### config.mk
export PLATFORM = sky130hd
export DESIGN_NAME = softmax_exp_arbiter
export DESIGN_NICKNAME = d
export VERILOG_FILES = /design/src/rtl/softmax_exp_arbiter.sv
export SDC_FILE = /design/constraint.sdc
export NUM_CORES = 1
export LEC_CHECK = 0
export BUFFER_PORTS_ARGS = -buffer_cell sky130_fd_sc_hd__buf_2
export CAP_MARGIN = 20
export CORE_MARGIN = 4
export CORE_UTILIZATION = 30
export CTS_BUF_LIST = sky130_fd_sc_hd__clkbuf_8
export DETAILED_ROUTE_END_ITERATION = 7
export GPL_TIMING_DRIVEN = 0
export MAX_ROUTING_LAYER = met4
export PLACE_DENSITY = 0.52
export SYNTH_ARGS = -nofsm -noshare
export SYNTH_HDL_FRONTEND = slang
export SYNTH_SLANG_ARGS = --single-unit
### constraint.sdc
create_clock -name clock_i -period 3.7 [get_ports clock_i]
set_input_delay 0.37 -clock clock_i [delete_from_list [all_inputs] [get_ports clock_i]]
set_output_delay 0.37 -clock clock_i [all_outputs]
set_load 0.01 [all_outputs]
### src/rtl/softmax_exp_arbiter.sv
// Shares one exp unit between num_req requesters through a one-entry issue slot and an in-order tag FIFO.
// Define SOFTMAX_EXP_ARB_FIXED_PRIO_EN for fixed lowest-index priority instead of round-robin.
module softmax_exp_arbiter #(
   parameter int data_size = 32,
   parameter int num_req   = 4,
   parameter int tag_depth = 4
) (
   input  logic                         clock_i,
   input  logic                         reset_i,
   input  logic [num_req-1:0]           req_valid_i,
   input  logic [num_req*data_size-1:0] req_data_i,
   output logic [num_req-1:0]           req_ready_o,
   output logic                         exp_req_valid_o,
   output logic [data_size-1:0]         exp_req_data_o,
   input  logic                         exp_req_ready_i,
   input  logic                         exp_rsp_valid_i,
   input  logic [data_size-1:0]         exp_rsp_data_i,
   output logic [num_req-1:0]           rsp_valid_o,
   output logic [data_size-1:0]         rsp_data_o,
   output logic                         busy_o,
   output logic                         err_o
);
   localparam int tag_w = $clog2(num_req);
   localparam int ptr_w = $clog2(tag_depth);
   localparam int cnt_w = ptr_w + 1;

   // Handshake: a transfer happens on a rising edge where valid and ready are both high;
   // valid never waits for ready, and a source holds its data stable while valid and not ready.
   typedef enum logic {slot_idle, slot_loaded} slot_state_t;
   slot_state_t slot_state, slot_state_next;

   logic [tag_w-1:0] tag_mem [tag_depth];
   logic [ptr_w-1:0] wr_ptr, rd_ptr;
   logic [cnt_w-1:0] count, count_next;
   logic             fifo_full, fifo_empty;
   logic             found, accept, pop, spurious;
   logic [tag_w-1:0] grant_idx;

   assign fifo_full  = (count == cnt_w'(tag_depth));
   assign fifo_empty = (count == '0);
   assign accept     = !reset_i && (slot_state == slot_idle) && !fifo_full && found;
   assign pop        = exp_rsp_valid_i && !fifo_empty;
   assign spurious   = exp_rsp_valid_i && fifo_empty;

`ifdef SOFTMAX_EXP_ARB_FIXED_PRIO_EN
   always_comb begin
      found     = 1'b0;
      grant_idx = '0;
      for (int i = 0; i < num_req; i++) begin
         if (!found && req_valid_i[i]) begin
            found     = 1'b1;
            grant_idx = tag_w'(i);
         end
      end
   end
`else
   logic [tag_w-1:0] last;
   logic [num_req-1:0] shifted;
   int cand;

   // Search starts just after the most recent winner and wraps modulo num_req.
   always_comb begin
      found     = 1'b0;
      grant_idx = '0;
      cand      = 0;
      shifted   = '0;
      for (int k = 1; k <= num_req; k++) begin
         cand = int'(last) + k;
         if (cand >= num_req) cand = cand - num_req;
         shifted = req_valid_i >> cand;
         if (!found && shifted[0]) begin
            found     = 1'b1;
            grant_idx = tag_w'(cand);
         end
      end
   end

   always_ff @(posedge clock_i or posedge reset_i) begin
      if (reset_i)     last <= tag_w'(num_req - 1);
      else if (accept) last <= grant_idx;
   end
`endif

   always_comb begin
      req_ready_o = '0;
      if (accept) req_ready_o = num_req'(1) << grant_idx;
   end

   // Slot FSM: state register, next-state logic, output logic.
   always_ff @(posedge clock_i or posedge reset_i) begin
      if (reset_i) slot_state <= slot_idle;
      else         slot_state <= slot_state_next;
   end

   always_comb begin
      slot_state_next = slot_state;
      case (slot_state)
         slot_idle:   if (accept)          slot_state_next = slot_loaded;
         slot_loaded: if (exp_req_ready_i) slot_state_next = slot_idle;
         default:                          slot_state_next = slot_idle;
      endcase
   end

   always_comb begin
      exp_req_valid_o = (slot_state == slot_loaded);
   end

   always_ff @(posedge clock_i or posedge reset_i) begin
      if (reset_i)     exp_req_data_o <= '0;
      else if (accept) exp_req_data_o <= req_data_i[grant_idx*data_size +: data_size];
   end

   always_comb begin
      count_next = count;
      if (accept && !pop)      count_next = count + 1'b1;
      else if (!accept && pop) count_next = count - 1'b1;
   end

   always_ff @(posedge clock_i) begin
      if (accept) tag_mem[wr_ptr] <= grant_idx;
   end

   always_ff @(posedge clock_i or posedge reset_i) begin
      if (reset_i) begin
         wr_ptr      <= '0;
         rd_ptr      <= '0;
         count       <= '0;
         busy_o      <= 1'b0;
         err_o       <= 1'b0;
         rsp_valid_o <= '0;
         rsp_data_o  <= '0;
      end else begin
         if (accept) wr_ptr <= wr_ptr + 1'b1;
         if (pop)    rd_ptr <= rd_ptr + 1'b1;
         count  <= count_next;
         busy_o <= (count_next != '0);
         if (spurious) err_o <= 1'b1;
         // A result with no matching tag is dropped; the data register keeps its last value.
         rsp_valid_o <= pop ? (num_req'(1) << tag_mem[rd_ptr]) : '0;
         if (pop) rsp_data_o <= exp_rsp_data_i;
      end
   end
endmodule

==> flow_metrics.py <==
metrics = {
    "run_status": {
        "status": "complete, no violations",
    },
    "yosys": {
        "yosysMostFrequentCell": "nand2_1",
        "yosysSeqAreaShare": 0.3869,
        "postSynth.asyncResetShare": 0.9091,
        "syn-num-nets": 812,
        "synth.yosys.warnings": 0,
        "synth-edff-count": 8,
        "yosysTopAreaCellShare": 0.3364,
        "yosys.area.top_type": "dfrtp_1",
        "ys_top_cells_by_area": "dfrtp_1, nand2_1, a211oi_2",
        "synth_common_cells": "nand2_1, dfrtp_1, nor2_1",
        "ys_seq_elements": 88,
        "synth.avg_cell_area_um2": 9.180,
        "syn_inst": 632,
        "synth.distinct_cells": 54,
        "synth_ff_type": "dfrtp_1",
        "synthesis.area_um2": 5802,
    },
    "global_routing": {
        "grt_first_pass_wirelength_mm": 32.31,
        "grt_max_degree": 57,
        "grt_util_all_layers": 0.1935,
        "grt_pass1_vias": 5845,
        "antenna_found_initial": 2,
        "grt-ovfl-total": 0,
    },
    "critical_path": {
        "r2r_end": "exp_req_data_o[20]",
        "cp-start-kind": "flip-flop",
        "endpoint_kind": "flip-flop",
        "path_delay_family": "compound AO/OA/AOI/OAI gates",
        "path_max_fanout": 11,
        "cpPeakStageDelay_ns": 0.56,
        "crit_chain": "buf_8 > buf_12 > clkinvlp_4 > buf_6 > ha_4 > mux4_2 > a21bo_4 > a211oi_4 > buf_6 > mux2_1 > o21ai_1 > a211oi_2",
        "arrival_ns": 3.79,
        "path_class": "flip-flop to flip-flop",
        "path_buf_inv": 5,
        "r2r_slack_ns": 0.15,
        "slowest_stage": "dfstp_2",
        "reg2reg_depth": 12,
        "critical_path_required_ns": 3.94,
        "crit_top_cell": "buf_6",
        "regToRegStartpoint": "last[0]",
    },
    "job": {
        "cap_viol_max_count": 0,
    },
    "timing": {
        "relSlewSlack": 0.5520,
        "setup_tns_ns": 0,
        "fmax_ghz": 0.2820,
        "skew_ns": 0.01049,
        "finalCriticalPeriod_ns": 3.546,
        "timing.final.crit_share": 0.9585,
        "setup-violations-final": 0,
        "worst_slack_ns": 0.1537,
        "hold_ws_ns": 0.1660,
        "rsz0062_at_grt": "no",
        "tightest_slew_ns": 0.6551,
        "report.final.hold_viol_count": 0,
        "slew_viol_final": 0,
    },
    "final_layout": {
        "fillers": 1961,
        "seqCellArea_um2": 2245,
        "utilization": 0.4172,
        "drive_gt1_frac": 0.4150,
        "layout.nets": 1081,
        "final_cell_area_um2": 7881,
        "syn2layout_area_growth_pct": 35.84,
        "multi_input_area_um2": 3202,
        "final_cell_count_no_fill": 1168,
    },
    "power_and_ir_drop": {
        "vdd_drop_max_v": 0.0003940,
        "total_power_mw": 8.062,
        "power_density_nw_per_um2": 1023,
        "p_leak_nw": 3.737,
    },
    "route": {
        "wirelength_mm": 20.66,
        "routedWlPerCell_um": 17.69,
        "vias": 5810,
        "drt-initial-drc-count": 292,
        "drc_errors": 0,
        "via_per_inst": 4.974,
        "drt_pass1_iterations": 4,
        "antenna_left": 0,
    },
    "floorplanning": {
        "start_util": 0.3071,
        "die_x_um": 147.1,
        "rows": 50,
        "die_h_um": 147.1,
        "core_um2": 18890,
        "io_pins": 243,
        "die_area_um2": 21630,
    },
    "clock_network": {
        "path_clk_slew_ns": 0.10,
        "cts-root-buf": "clkbuf_8",
        "ctsLongestPathBuffers": 2,
        "cts_buffers": 9,
        "cts_htree_levels": 3,
        "cts_tree": "built",
        "clock-sinks": 88,
        "clk_latency_ns": 0.36,
    },
    "min_path": {
        "hold_path_depth": 2,
        "hold_class": "input port to flip-flop",
        "hold_end": "exp_req_valid_o",
        "hp-start": "exp_req_ready_i",
    },
    "placed_design": {
        "io_buffers": 242,
        "pre_cts_ws_ns": -0.5128,
        "place.gp.congestion": 0.8574,
        "dpl_cell_area_um2": 7368,
        "dp_hpwl_mm": 15.56,
        "placedCellCount": 1135,
    },
}
-- kinds of logic (layout without fill, tap and decap cells) --
logic type               count (synthesis)  after routing  synth area share
buffers and inverters                   98            372           0.08475
XOR/XNOR                                 5              5          0.007548
multiplexers                            40             40           0.08605
AO/OA/AOI/OAI                          185            185            0.2627
AND/OR/NAND/NOR                        204            204            0.1462
adder cells (fa/ha/maj)                 12             12           0.02588
other                                    0              2                 0
flip-flops                              88             88            0.3869
-- how the worst max path moves through the flow --
stage | to | from | cells past startpoint | slack, ns
after floorplan | req_ready_o[2] | last[0] | 12 | 0.41
final | exp_req_data_o[20] | last[0] | 12 | 0.15
after global routing | req_ready_o[2] | last[0] | 13 | 0.007
after detailed placement | req_ready_o[2] | last[0] | 13 | -0.51
after CTS | req_ready_o[2] | last[0] | 13 | 0.02
after global placement | req_ready_o[3] | last[0] | 13 | -0.58
-- cell type report --
type / instances / area share
Multi-Input combinational cell: 446 / 0.4063
Antenna cell: 2 / 0.0006350
Sequential cell: 88 / 0.2848
Timing Repair Buffer: 259 / 0.1727
Tap cell: 260 / 0.04128
Buffer: 54 / 0.04715
Clock buffer: 10 / 0.01746
Inverter: 43 / 0.02127
Clock inverter: 6 / 0.008414
-- layer usage --
metal | share of wire | vias to the layer above | global-route usage
li1 | - | 2815 | -
met1 | 0.47 | 2721 | 0.2693
met2 | 0.45 | 257 | 0.2935
met3 | 0.070 | 17 | 0.03455
met4 | 0.012 | 0 | 0.04893
met5 | 0 | - | -
-- what timing repair did --
item,4_1_cts,5_1_grt
pin swaps,2,3
setup endpoints to repair,39,34
buffers inserted,12,3
gates cloned,0,0
endpoints found under the hold margin,22,0
hold buffers,1,0
gates resized for setup,22,30
-- sequential cells by signal, indices dropped and copies added, names as in the netlist, 2 cells and up --
register        flops
exp_req_data_o     32
rsp_data_o         32
tag_mem             8
rsp_valid_o         4
count               3
last                2
rd_ptr              2
wr_ptr              2
-- report_power, final --
group | internal, mW | total [mW] | switching (mW) | leakage [nW]
Combinational | 2.34 | 5.67 | 3.34 | 2.63
Clock | 0.335 | 0.714 | 0.379 | 0.107
Sequential | 1.44 | 1.67 | 0.237 | 1.00
-- cells in the final DEF, fill, tap and decap left out, types with 4 or more instances in the layout --
cell       count
buf_2        254
nand2_1      105
dfrtp_1       78
nor2_1        68
inv_1         40
a31oi_1       34
a2bb2oi_1     32
mux2_1        30
o21ai_1       30
a211oi_2      30
buf_4         21
clkbuf_1      15
clkbuf_8      12
a2111oi_1     12
a2111oi_0     11
ha_1          11
buf_6          9
a2111oi_2      9
and3_1         8
edfxtp_1       8
o21ai_0        7
nand3_1        6
mux2_2         5
xnor2_1        5
buf_1          4
mux4_2         4
Note: power is estimated with default switching activity, not from simulation.
